File: config.mk
export PLATFORM = sky130hd
export DESIGN_NAME = gray_to_bin_seq
export DESIGN_NICKNAME = d
export VERILOG_FILES = /design/src/rtl/gray_pkg.sv /design/src/rtl/gray_step_check.sv /design/src/rtl/gray_to_bin_seq.sv
export SDC_FILE = /design/constraint.sdc
export NUM_CORES = 1
export LEC_CHECK = 0
export ABC_AREA = 0
export BUFFER_PORTS_ARGS = -buffer_cell sky130_fd_sc_hd__clkbuf_2
export CAP_MARGIN = 20
export CELL_PAD_IN_SITES_DETAIL_PLACEMENT = 1
export CELL_PAD_IN_SITES_GLOBAL_PLACEMENT = 1
export CORE_MARGIN = 1.5
export CORE_UTILIZATION = 42
export CTS_CLUSTER_DIAMETER = 100
export DETAILED_ROUTE_END_ITERATION = 12
export GPL_TIMING_DRIVEN = 0
export HOLD_SLACK_MARGIN = 0.03
export PLACE_DENSITY = 0.8
export SLEW_MARGIN = 20
export SYNTH_ARGS = -nofsm -noshare
export SYNTH_HDL_FRONTEND = slang
export SYNTH_SLANG_ARGS = --single-unit
File: constraint.sdc
create_clock -name clk -period 3.2 [get_ports clk]
set_input_delay 0.32 -clock clk [delete_from_list [all_inputs] [get_ports clk]]
set_output_delay 0.32 -clock clk [all_outputs]
set_load 0.01 [all_outputs]
File: src/rtl/gray_pkg.sv
// Shared types and helpers for the sequential Gray-to-binary decoder.
package gray_pkg;

  localparam int unsigned GRAY_WIDTH_MIN = 2;
  localparam int unsigned GRAY_WIDTH_MAX = 32;

  typedef enum logic [1:0] {
    ST_IDLE = 2'd0,
    ST_BUSY = 2'd1,
    ST_DONE = 2'd2
  } state_e;

  // Reference decode of the low w bits of g; upper bits of the result are zero.
  function automatic logic [GRAY_WIDTH_MAX-1:0] gray2bin(
    input logic [GRAY_WIDTH_MAX-1:0] g,
    input int unsigned               w
  );
    logic [GRAY_WIDTH_MAX-1:0] b;
    logic                      acc;
    b   = '0;
    acc = 1'b0;
    for (int i = GRAY_WIDTH_MAX - 1; i >= 0; i--) begin
      if (i < int'(w)) begin
        acc  = acc ^ g[i];
        b[i] = acc;
      end
    end
    return b;
  endfunction

endpackage

File: src/rtl/gray_step_check.sv
// Flags a decoded word that is neither a repeat nor a +1 step (mod 2^WIDTH) of prev.
module gray_step_check
  import gray_pkg::*;
#(
  parameter int unsigned WIDTH = 4
) (
  input  logic [WIDTH-1:0] bin_i,
  input  logic [WIDTH-1:0] prev_i,
  input  logic             has_prev_i,
  output logic             step_err_c
);

  logic [WIDTH-1:0] diff_c;

  // Modular difference makes the all-ones -> zero wrap a legal +1 step.
  always_comb begin
    diff_c     = bin_i - prev_i;
    step_err_c = has_prev_i && (diff_c != WIDTH'(0)) && (diff_c != WIDTH'(1));
  end

endmodule

File: src/rtl/gray_to_bin_seq.sv
// Bit-serial Gray-to-binary decoder, MSB first, with valid/ready ports and
// a step-legality check against the previously delivered word.
module gray_to_bin_seq
  import gray_pkg::*;
#(
  parameter int unsigned WIDTH = 4
) (
  input  logic             clk,
  input  logic             rst,
  input  logic             in_valid,
  output logic             in_ready,
  input  logic [WIDTH-1:0] in_gray,
  output logic             out_valid,
  input  logic             out_ready,
  output logic [WIDTH-1:0] out_bin,
  output logic             out_step_err
);

  localparam int unsigned IDX_W = (WIDTH > 1) ? $clog2(WIDTH) : 1;

  state_e           state_q,     state_d;
  logic [WIDTH-1:0] g_q,         g_d;
  logic [WIDTH-1:0] bin_q,       bin_d;
  logic [IDX_W-1:0] idx_q,       idx_d;
  logic             bit_q,       bit_d;
  logic [WIDTH-1:0] prev_q,      prev_d;
  logic             has_prev_q,  has_prev_d;
  logic             err_q,       err_d;
  logic             out_valid_q, out_valid_d;
  logic             in_ready_q,  in_ready_d;

  logic             new_bit_c;
  logic [WIDTH-1:0] bin_fin_c;
  logic             step_err_c;

  // bit_q carries b[i+1]; it is zero before the MSB, matching b[WIDTH] = 0.
  always_comb begin
    new_bit_c          = bit_q ^ g_q[idx_q];
    bin_fin_c          = bin_q;
    bin_fin_c[idx_q]   = new_bit_c;
  end

  gray_step_check #(
    .WIDTH (WIDTH)
  ) u_step_check (
    .bin_i      (bin_fin_c),
    .prev_i     (prev_q),
    .has_prev_i (has_prev_q),
    .step_err_c (step_err_c)
  );

  always_ff @(posedge clk) begin
    if (rst) begin
      state_q     <= ST_IDLE;
      g_q         <= '0;
      bin_q       <= '0;
      idx_q       <= '0;
      bit_q       <= 1'b0;
      prev_q      <= '0;
      has_prev_q  <= 1'b0;
      err_q       <= 1'b0;
      out_valid_q <= 1'b0;
      in_ready_q  <= 1'b0;
    end else begin
      state_q     <= state_d;
      g_q         <= g_d;
      bin_q       <= bin_d;
      idx_q       <= idx_d;
      bit_q       <= bit_d;
      prev_q      <= prev_d;
      has_prev_q  <= has_prev_d;
      err_q       <= err_d;
      out_valid_q <= out_valid_d;
      in_ready_q  <= in_ready_d;
    end
  end

  always_comb begin
    state_d    = state_q;
    g_d        = g_q;
    bin_d      = bin_q;
    idx_d      = idx_q;
    bit_d      = bit_q;
    prev_d     = prev_q;
    has_prev_d = has_prev_q;
    err_d      = err_q;

    unique case (state_q)
      ST_IDLE: begin
        if (in_valid && in_ready_q) begin
          g_d     = in_gray;
          bin_d   = '0;
          idx_d   = IDX_W'(WIDTH - 1);
          bit_d   = 1'b0;
          state_d = ST_BUSY;
        end
      end
      ST_BUSY: begin
        bin_d = bin_fin_c;
        bit_d = new_bit_c;
        if (idx_q == IDX_W'(0)) begin
          err_d   = step_err_c;
          state_d = ST_DONE;
        end else begin
          idx_d = idx_q - IDX_W'(1);
        end
      end
      ST_DONE: begin
        if (out_ready) begin
          prev_d     = bin_q;
          has_prev_d = 1'b1;
          state_d    = ST_IDLE;
        end
      end
      default: state_d = ST_IDLE;
    endcase

    // Handshake flags are registered copies of the state being entered.
    out_valid_d = (state_d == ST_DONE);
    in_ready_d  = (state_d == ST_IDLE);
  end

  assign in_ready     = in_ready_q;
  assign out_valid    = out_valid_q;
  assign out_bin      = bin_q;
  assign out_step_err = err_q;

endmodule

# Yosys cells after proc, flatten, opt, wreduce, memory -nomap -nowiden
# Index checks and enable logic that the tools add are counted.
# W data, S select, Z words.
[word_totals] reg_bits=21 in_bits=8
[classes] addsub=2 magnitude_cmp=2 eq_ne=6 n_mux=16 bitwise=1 reduce_logical=14
[op_table] operator="$mux W2" n=5
[op_table] operator="$pmux W4 S2" n=1
[op_table] operator="$reduce_and A2 Y1" n=4
[op_table] operator="$logic_not A2 Y1" n=3
[op_table] operator="$pmux W2 S3" n=1
[op_table] operator="$bwmux W4" n=1
[op_table] operator="$eq A2 B2 Y1 const B" n=2
[op_table] operator="$logic_and A1 B1 Y1" n=4
[op_table] operator="$mux W4" n=1
[op_table] operator="$ne A2 B2 Y1 const B" n=2
[op_table] operator="$ne A4 B1 Y1 const B" n=1
[op_table] operator="$pmux W2 S2" n=1
[op_table] operator="$reduce_bool A4 Y1" n=1
[op_table] operator="$sub A4 B4 Y4" n=1
[op_table] operator="$lt A2 B3 Y1 const B" n=1
[op_table] operator="$mux W1" n=3
[op_table] operator="$reduce_and A3 Y1" n=1
[op_table] operator="$bmux W1 S2" n=1
[op_table] operator="$demux W1 S2" n=1
[op_table] operator="$eq A2 B1 Y1 const B" n=1
[op_table] operator="$ge A2 B1 Y1 const B" n=1
[op_table] operator="$pmux W1 S2" n=1
[op_table] operator="$reduce_bool A2 Y1" n=1
[op_table] operator="$sub A2 B1 Y2 const B" n=1
[op_table] operator="$xor A1 B1 Y1" n=1

# Depth between registers and ports, before layout
# Gate-level depths: netlist (run 1).
[logic_depth] ltp_word=9 depth_mapped=11 mapped_depth_nobuf=11

# Modules after synthesis
# A second synthesis (run 1) with hierarchy kept.
[unflattened] hier_cells=116 hier_area_um2=1118.6
[by_module_without_submodules] module="gray_to_bin_seq" instances=1 cells_per_inst=101 area_each_um2=994.7 seq_area_each_um2=420.4
[by_module_without_submodules] module="gray_step_check" instances=1 cells_per_inst=15 area_each_um2=123.9 seq_area_each_um2=0.0

# Least setup slack after synthesis (run 1)
# Ideal clock, no wire load.
[synth_path] path_type="flip-flop to flip-flop" startpoint="register idx_q[0]" endpoint="register err_q, in the netlist out_step_err" t_arrival_ns=2.734 slack_ns=0.370 path_stages_with_launch=10 n_path_buf=0 period_less_slack_ns=2.830 cell_sequence="dfxtp_1 -> mux4_2 -> xnor2_2 -> a21oi_1 -> ha_1 -> and3b_1 -> or3_1 -> and3b_1 -> mux2_2 -> o41ai_2"
[synth_via] elab_chain_cells=9 word_cells_on_any_way=16 classes_between="1 x add/sub; 2 x order compare; 1 x eq/ne; 5 x mux; 1 x bitwise; 6 x reduce/logical"
[synth_rtl] item="start, declared" line="gray_to_bin_seq.sv:24" text="logic [IDX_W-1:0] idx_q, idx_d;"
[synth_rtl] item="start signal, assigned" line="gray_to_bin_seq.sv:68" text="idx_q <= idx_d;"
[synth_rtl] item="$lt A2 B3 Y1 (not written as such) or $ge A2 B1 Y1 (tied branches)" line="gray_to_bin_seq.sv:40" text="bin_fin_c[idx_q] = new_bit_c;"
[synth_rtl] item="$logic_and A1 B1 Y1 (not written as such)" line="gray_to_bin_seq.sv:40"
[synth_rtl] item="$mux W1 (not written as such)" line="gray_to_bin_seq.sv:40"
[synth_rtl] item="$demux W1 S2" line="gray_to_bin_seq.sv:40"
[synth_rtl] item="$bwmux W4" line="gray_to_bin_seq.sv:40"
[synth_rtl] item="$sub A4 B4 Y4" line="gray_step_check.sv:17" text="diff_c = bin_i - prev_i;"
[synth_rtl] item="$reduce_bool A4 Y1" line="gray_step_check.sv:18" text="step_err_c = has_prev_i && (diff_c != WIDTH'(0)) && (diff_c != WIDTH'(1));"
[synth_rtl] item="$logic_and A1 B1 Y1 (2 in a row)" line="gray_step_check.sv:18"
[synth_rtl] item="end signal, assigned" line="gray_to_bin_seq.sv:72" text="err_q <= err_d;"
[synth_rtl] item="end, declared" line="gray_to_bin_seq.sv:28" text="logic err_q, err_d;"
# Parallel ways exist; a longest one is shown, timed or not. The select of a mux whose other input is x is not followed.
# A chain may end at the register's enable or synchronous reset.

# Worst setup path in the final report (run 1)
# Same ends and word-level chain as after synthesis.

==> key figures, run 1 <==
Outcome
  • Outcome: finished clean

Clock tree
  • Max Buffers Root-to-Sink: 2
  • CTS clk-pin slew, worst paths: ~130 ps
  • Post-CTS sizing: 0
  • Clock root buffer: clkbuf_4
  • CTS tree: yes
  • # hold bufs at CTS: 0
  • CTS sink cnt: 21
  • H-tree depth: 1
  • Total CTS buffers: 3
  • Post-CTS setup buffers: 0
  • Clock Latency Late Sink: ~330 ps

Synthesis
  • Seq cells post-synth: 21
  • XOR/XNOR Fraction of Synth Area: 3.08%
  • Synthesized area: 1100 um2
  • Register area share after synthesis: 38.4%
  • Post-synthesis adder-cell area fraction: approximately a tenth
  • YS warnings: 0
  • Unique cell type count in the Yosys netlist: 32
  • Synth Area in Simple Gates: between 10% and 20%
  • Post-synthesis compound-gate area fraction: approximately 14%
  • Post-Syn Nets: around 140
  • Synth Instances: 119
  • Main combinational cell family by area after synthesis: simple AND/OR/NAND/NOR gates
  • Mapped Avg Cell Area: 9.21 um2
  • Multiplexer share of the synthesized area: 13.1%

Worst setup path
  • FF-to-FF path depth: 9
  • WP data arrival: 3230 ps
  • Setup CP Type: reg2reg
  • CP Max Fanout: 8
  • Startpoint Class: flop
  • CP Capture Type: flop
  • Critical path required time: 3450 ps

Placed design
  • GPL Wtd Cong: between 0.7 and 0.8
  • Post-DP Area: 1200 um2
  • Number of port buffers: 14
  • Placed cells: ~160
  • Dpl ws: 121 ps
  • Dpl hpwl: 1.99 mm

Global route
  • Initial antenna violation count: 0
  • Vias in the first global route: around 960
  • GRT overflow: 0
  • First-pass GRT wire length: 4.16 mm
  • Largest net degree at the start of global routing: 14
  • Gr usage total: between 20% and 30%

Timing
  • Slew headroom: approximately three fifths
  • Tmin final: slightly below 3000 ps
  • Worst Skew: 9.02 ps
  • Hold_ws: ~210 ps
  • Slack of the critical path: roughly 220 ps
  • Setup TNS: 0 ps
  • Unrepaired setup endpoints after global routing: false
  • Fin crit share: 93.2%
  • Final hold viol count: 0
  • Final Max Slew Viols: 0
  • Fmax: between 0.3 and 0.4 GHz
  • Setup violations, final: 0
  • Slew @ Worst Pin: 571 ps

Final layout
  • Nets: around 150
  • Final instance area: about 1200 um2
  • Core Util, Final: roughly 50%
  • Layout fillers: 305
  • Share of cells above drive strength 1: between 10% and 20%
  • Layout area overhead: 12.7%
  • ANT cells: 0
  • Non-Filler Instances: 167

Route
  • # DRC: 0
  • WL final: 2.59 mm
  • Vias after detailed routing: ~910
  • Vias/cell: approximately 5.4
  • First DRT Iteration DRCs: 4
  • Final ANT Viol Nets: 0
  • Detailed Routing Iterations Pass 1: 4
  • Wire length per cell: 15.5 um

Job
  • Max-cap violations: 0

Floorplan
  • Initial Util: 44.2%
  • Cell Rows: 18
  • I/O pin cnt: 15
  • Core Footprint: 2480 um2
  • Die area: 2930 um2
  • Die height: 54.1 um
  • Die width: about 54 um

Hold path
  • Worst Hold Depth: 2
  • Worst min-delay path class: in2reg

Power
  • Worst vdd ir: roughly 0.25 mV
  • Tot Pwr: 0.524 mW
  • Leak pwr: 0.524 nW
  • PD cells: 425 nW/um2
report_power, final:
group | internal, mW | switching (mW)
Clock | 0.0480 | 0.0905
Combinational | 0.0457 | 0.0555
Sequential | 0.272 | 0.0128
Total | 0.365 | 0.159
synthesized netlist by cell type:
| library cell | count | share of area, % |
|---|---|---|
| a211oi_1 | 1 | 0.69 |
| a21o_2 | 1 | 0.80 |
| a21oi_1 | 10 | 4.6 |
| a221oi_1 | 1 | 0.80 |
| a22oi_1 | 2 | 1.4 |
| a311oi_1 | 1 | 0.80 |
| and3b_1 | 2 | 1.6 |
| clkbuf_1 | 2 | 0.69 |
| dfxtp_1 | 21 | 38 |
| fa_1 | 1 | 1.8 |
| ha_1 | 7 | 8.0 |
| inv_1 | 6 | 2.1 |
| mux2_2 | 1 | 1.0 |
| mux2i_1 | 11 | 10 |
| mux4_2 | 1 | 2.1 |
| nand2_1 | 7 | 2.4 |
| nand2b_1 | 1 | 0.57 |
| nand3_1 | 1 | 0.46 |
| nand3b_1 | 3 | 2.1 |
| nor2_1 | 20 | 6.8 |
| nor2b_1 | 2 | 1.1 |
| nor3_1 | 1 | 0.46 |
| nor3_2 | 1 | 0.91 |
| nor4b_1 | 1 | 0.80 |
| o21ai_0 | 7 | 3.2 |
| o41ai_2 | 1 | 1.5 |
| or2_2 | 1 | 0.57 |
| or3_1 | 1 | 0.57 |
| or3b_2 | 1 | 0.80 |
| xnor2_1 | 1 | 0.80 |
| xnor2_2 | 1 | 1.5 |
| xor2_1 | 1 | 0.80 |
registers in the layout, summed over array words and instances, names as in the netlist:
register,count
out_bin,4
out_step_err,1
idx_q,2
bit_q,1
out_valid,1
g_q,4
in_ready,1
has_prev_q,1
state_q,2
prev_q,4
layer usage:
layer	routed length (um)	part of all wire, %	vias to the layer above	track usage (%)
met5	0	0	-	0
li1	-	-	452	-
met2	1380	53	14	39.8
met3	84	3.2	5	2.50
met1	1070	41	438	21.8
met4	46	1.8	0	7.50
final cells by class:
class | instances | area, um2 | share of cell area [%]
buffer | 2 | 7.51 | 0.608
clock buffer | 3 | 22.5 | 1.82
clock inverter | 1 | 7.51 | 0.608
inverter | 6 | 22.5 | 1.82
multi-input combinational | 90 | 646 | 52.3
sequential | 21 | 422 | 34.1
tap | 30 | 37.5 | 3.04
timing repair buffer | 14 | 70.1 | 5.67
final timing paths:
check              from           end  slack (ps)
max            idx_q[0]  out_step_err         220
min                 rst      in_ready         210
max reg2reg    idx_q[0]  out_step_err         220
min reg2reg  has_prev_q    has_prev_q         490
cells in the final DEF (no fill, tap or decap), types with 3 or more instances in the layout:
master    count
o21ai_0       7
clkbuf_2     14
a21oi_1      10
inv_1         6
dfxtp_1      20
nand2_1       7
nor2_1       20
nand3b_1      3
mux2i_1      11
clkbuf_4      3
ha_1          7
critical path, cell delays in order, from the launching register on:
cell	delay, ps
dfxtp_2	440
mux4_2	580
xnor2_2	230
a21oi_1	110
ha_1	330
and3b_1	210
or3_1	350
and3b_1	190
mux2_2	270
o41ai_2	180
logic make-up after synthesis:
kind of cell,Yosys count
adder cells (fa/ha/maj),8
flip-flops,21
AND/OR/NAND/NOR,42
AO/OA/AOI/OAI,24
XOR/XNOR,3
buffers and inverters,8
multiplexers,13
No activity file was read; power rests on OpenSTA's default activity.
==> run 2: changes to the inputs <==
- CORE_ASPECT_RATIO: not set -> 0.6
- GPL_ROUTABILITY_DRIVEN: not set -> 0
==> run 2 against run 1 <==
Hold slack better by 64 ps. Sequential power is essentially flat. Via count is 1.8% higher. Worst setup slack worse by 100 ps. Total power up 9.1%. First-iteration DRC count rose to 8.3 times the previous value. Die area rose by 0.34%. Design area grew 1.5%. Cell count grew 1.2%. Clock-buffer cell count is the same. Clock skew fell by 3.7 ps.
==> key figures, run 2 (synthesized netlist as in run 1, its figures left out) <==
Outcome
  • Outcome: finished clean

Clock tree
  • Max Buffers Root-to-Sink: 2 (unchanged)
  • H-tree depth: 1 (unchanged)
  • Clock Latency Late Sink: 270 ps (-60 ps)
  • Clock root buffer: clkbuf_8
  • Total CTS buffers: 3 (unchanged)
  • Post-CTS setup buffers: 0 (unchanged)
  • CTS tree: yes
  • CTS sink cnt: 21 (unchanged)
  • CTS clk-pin slew, worst paths: 80 ps (-50 ps)

Global route
  • First-pass GRT wire length: 4.46 mm (+7.3%)
  • Largest net degree at the start of global routing: 13 (-1)
  • Gr usage total: 21.8% (+1.5 points)
  • GRT overflow: 0 (unchanged)
  • Vias in the first global route: 920 (-4.3%)
  • Initial antenna violation count: 0 (unchanged)

Worst setup path
  • Startpoint Class: flop
  • Max stage delay on crit path: 590 ps (about the same)
  • Critical path required time: 3380 ps (-70 ps)
  • Cell family with most CP delay: multiplexers
  • CP bufs+invs: 0 (unchanged)
  • CP Capture Type: flop
  • Setup CP Type: reg2reg
  • CP Max Fanout: 8 (unchanged)
  • CP most frequent cell: nand2_1
  • Cell Chain, Critical Path: mux4_2 -> xnor2_2 -> nand2_1 -> o21ai_0 -> ha_1 -> fa_1 -> xor2_1 -> nand2_1 -> and3b_1 -> mux2_2 -> o41ai_2
  • Slowest-stage cell, CP: mux4_2
  • WP data arrival: 3270 ps (+40 ps)

Timing
  • Fmax: 0.324 GHz (-3.4%)
  • Unrepaired setup endpoints after global routing: false
  • Slew headroom: 57.7% (-4.1 points)
  • Tmin final: 3090 ps (+105 ps)
  • Setup violations, final: 0 (unchanged)
  • Final Max Slew Viols: 0 (unchanged)
  • Final hold viol count: 0 (unchanged)
  • Worst Skew: 5.31 ps (-3.71 ps)
  • Slew @ Worst Pin: 631 ps (+60.5 ps)
  • Setup TNS: 0 ps (unchanged)
  • Fin crit share: 96.5% (+3.3 points)

Route
  • Wire length per cell: 16.7 um (+7.8%)
  • Final ANT Viol Nets: 0 (unchanged)
  • # DRC: 0 (unchanged)
  • First DRT Iteration DRCs: 33 (+29)
  • WL final: 2.82 mm (+9.0%)
  • Vias after detailed routing: 925 (+1.8%)
  • Vias/cell: 5.47 (+0.56%)
  • Detailed Routing Iterations Pass 1: 4 (unchanged)

Placed design
  • Dpl hpwl: 2.17 mm (+8.9%)
  • Number of port buffers: 14 (unchanged)
  • Placed cells: 165 (+1.2%)

Floorplan
  • I/O pin cnt: 15 (unchanged)
  • Cell Rows: 14 (-4)
  • Die area: 2940 um2 (+0.34%)
  • Die width: 69.0 um (+27%)
  • Core Footprint: 2490 um2 (+0.40%)
  • Initial Util: 44.1% (-0.18 points)
  • Die height: 42.6 um (-21%)

Final layout
  • Nets: 154 (unchanged)
  • Share of cells above drive strength 1: 19.7% (unchanged)
  • Commonest non-fill, non-tap cells in the layout: nor2_1, dfxtp_1, clkbuf_2
  • Layout area overhead: 14.4%
  • Layout fillers: 300 (-1.6%)
  • Multi-input logic area: 646 um2 (unchanged)
  • FF+latch area: 422 um2 (unchanged)
  • ANT cells: 0 (unchanged)
  • Non-Filler Instances: 169 (+1.2%)

Job
  • Max-cap violations: 0 (unchanged)

Hold path
  • Worst min-delay path class: in2reg

Power
  • Worst vdd ir: 0.171 mV (-31%)
  • Leak pwr: 0.536 nW (+2.2%)
  • PD cells: 456 nW/um2 (+7.5%)
==> run 2: final timing paths <==
check,from,end,slack (ps),depth (start not counted)
max,idx_q[0],out_step_err,110,11
min,rst,in_ready,280,2
max reg2reg,idx_q[0],out_step_err,110,11
min reg2reg,has_prev_q,has_prev_q,490,2
==> run 2: worst reg2reg max path, delay by kind of cell, from the launching register on <==
family                     cells  cell delay (ps)
adders and majority gates      2              660
AOI/OAI and AO/OA              2              290
DFF                            1              430
and+or+nand+nor                3              360
xor gates and xnor gates       2              360
muxes                          2              890
==> run 2: power breakdown <==
group | total [mW] | internal [mW] | switching (mW)
clock network | 0.181 | 0.0871 | 0.0942
logic | 0.106 | 0.0459 | 0.0597
registers | 0.285 | 0.271 | 0.0137
total | 0.572 | 0.404 | 0.168
==> run 2: area by class of cell <==
type | count | area share, %
Clock inverter | 1 | 0.399
Sequential cell | 21 | 33.6
Buffer | 2 | 0.599
Multi-Input combinational cell | 90 | 51.5
Clock buffer | 3 | 3.29
Tap cell | 32 | 3.19
Inverter | 6 | 1.80
Timing Repair Buffer | 14 | 5.59
==> run 2: repair_timing <==
item,4_1_cts,5_1_grt
setup endpoints to repair,0,1
hold buffers,0,0
resized for setup,0,1
==> run 2: per-stage QoR <==
| step | hold slack [ps] | util [%] | setup slack (ps) | total power, mW | instance area, um2 |
|---|---|---|---|---|---|
| after CTS | 278 | 50.4 | 9.92 | 0.574 | 1250 |
| final | 278 | 50.4 | 111 | 0.572 | 1250 |
| after floorplan | 397 | - | 370 | 0.362 | 1100 |
| after detailed placement | 481 | 48.5 | 55.6 | 0.395 | 1210 |
| after global placement | 467 | 48.5 | 177 | 0.387 | 1210 |
| after global routing | 282 | 50.4 | 4.76 | 0.601 | 1250 |
==> run 2: per-layer routing <==
metal / vias up / global-route usage, % / wire length, um
li1: 451 / - / -
met5: - / 0 / 0
met4: 0 / 9.80 / 80
met2: 26 / 32.9 / 1260
met3: 9 / 6.45 / 135
met1: 439 / 28.6 / 1340
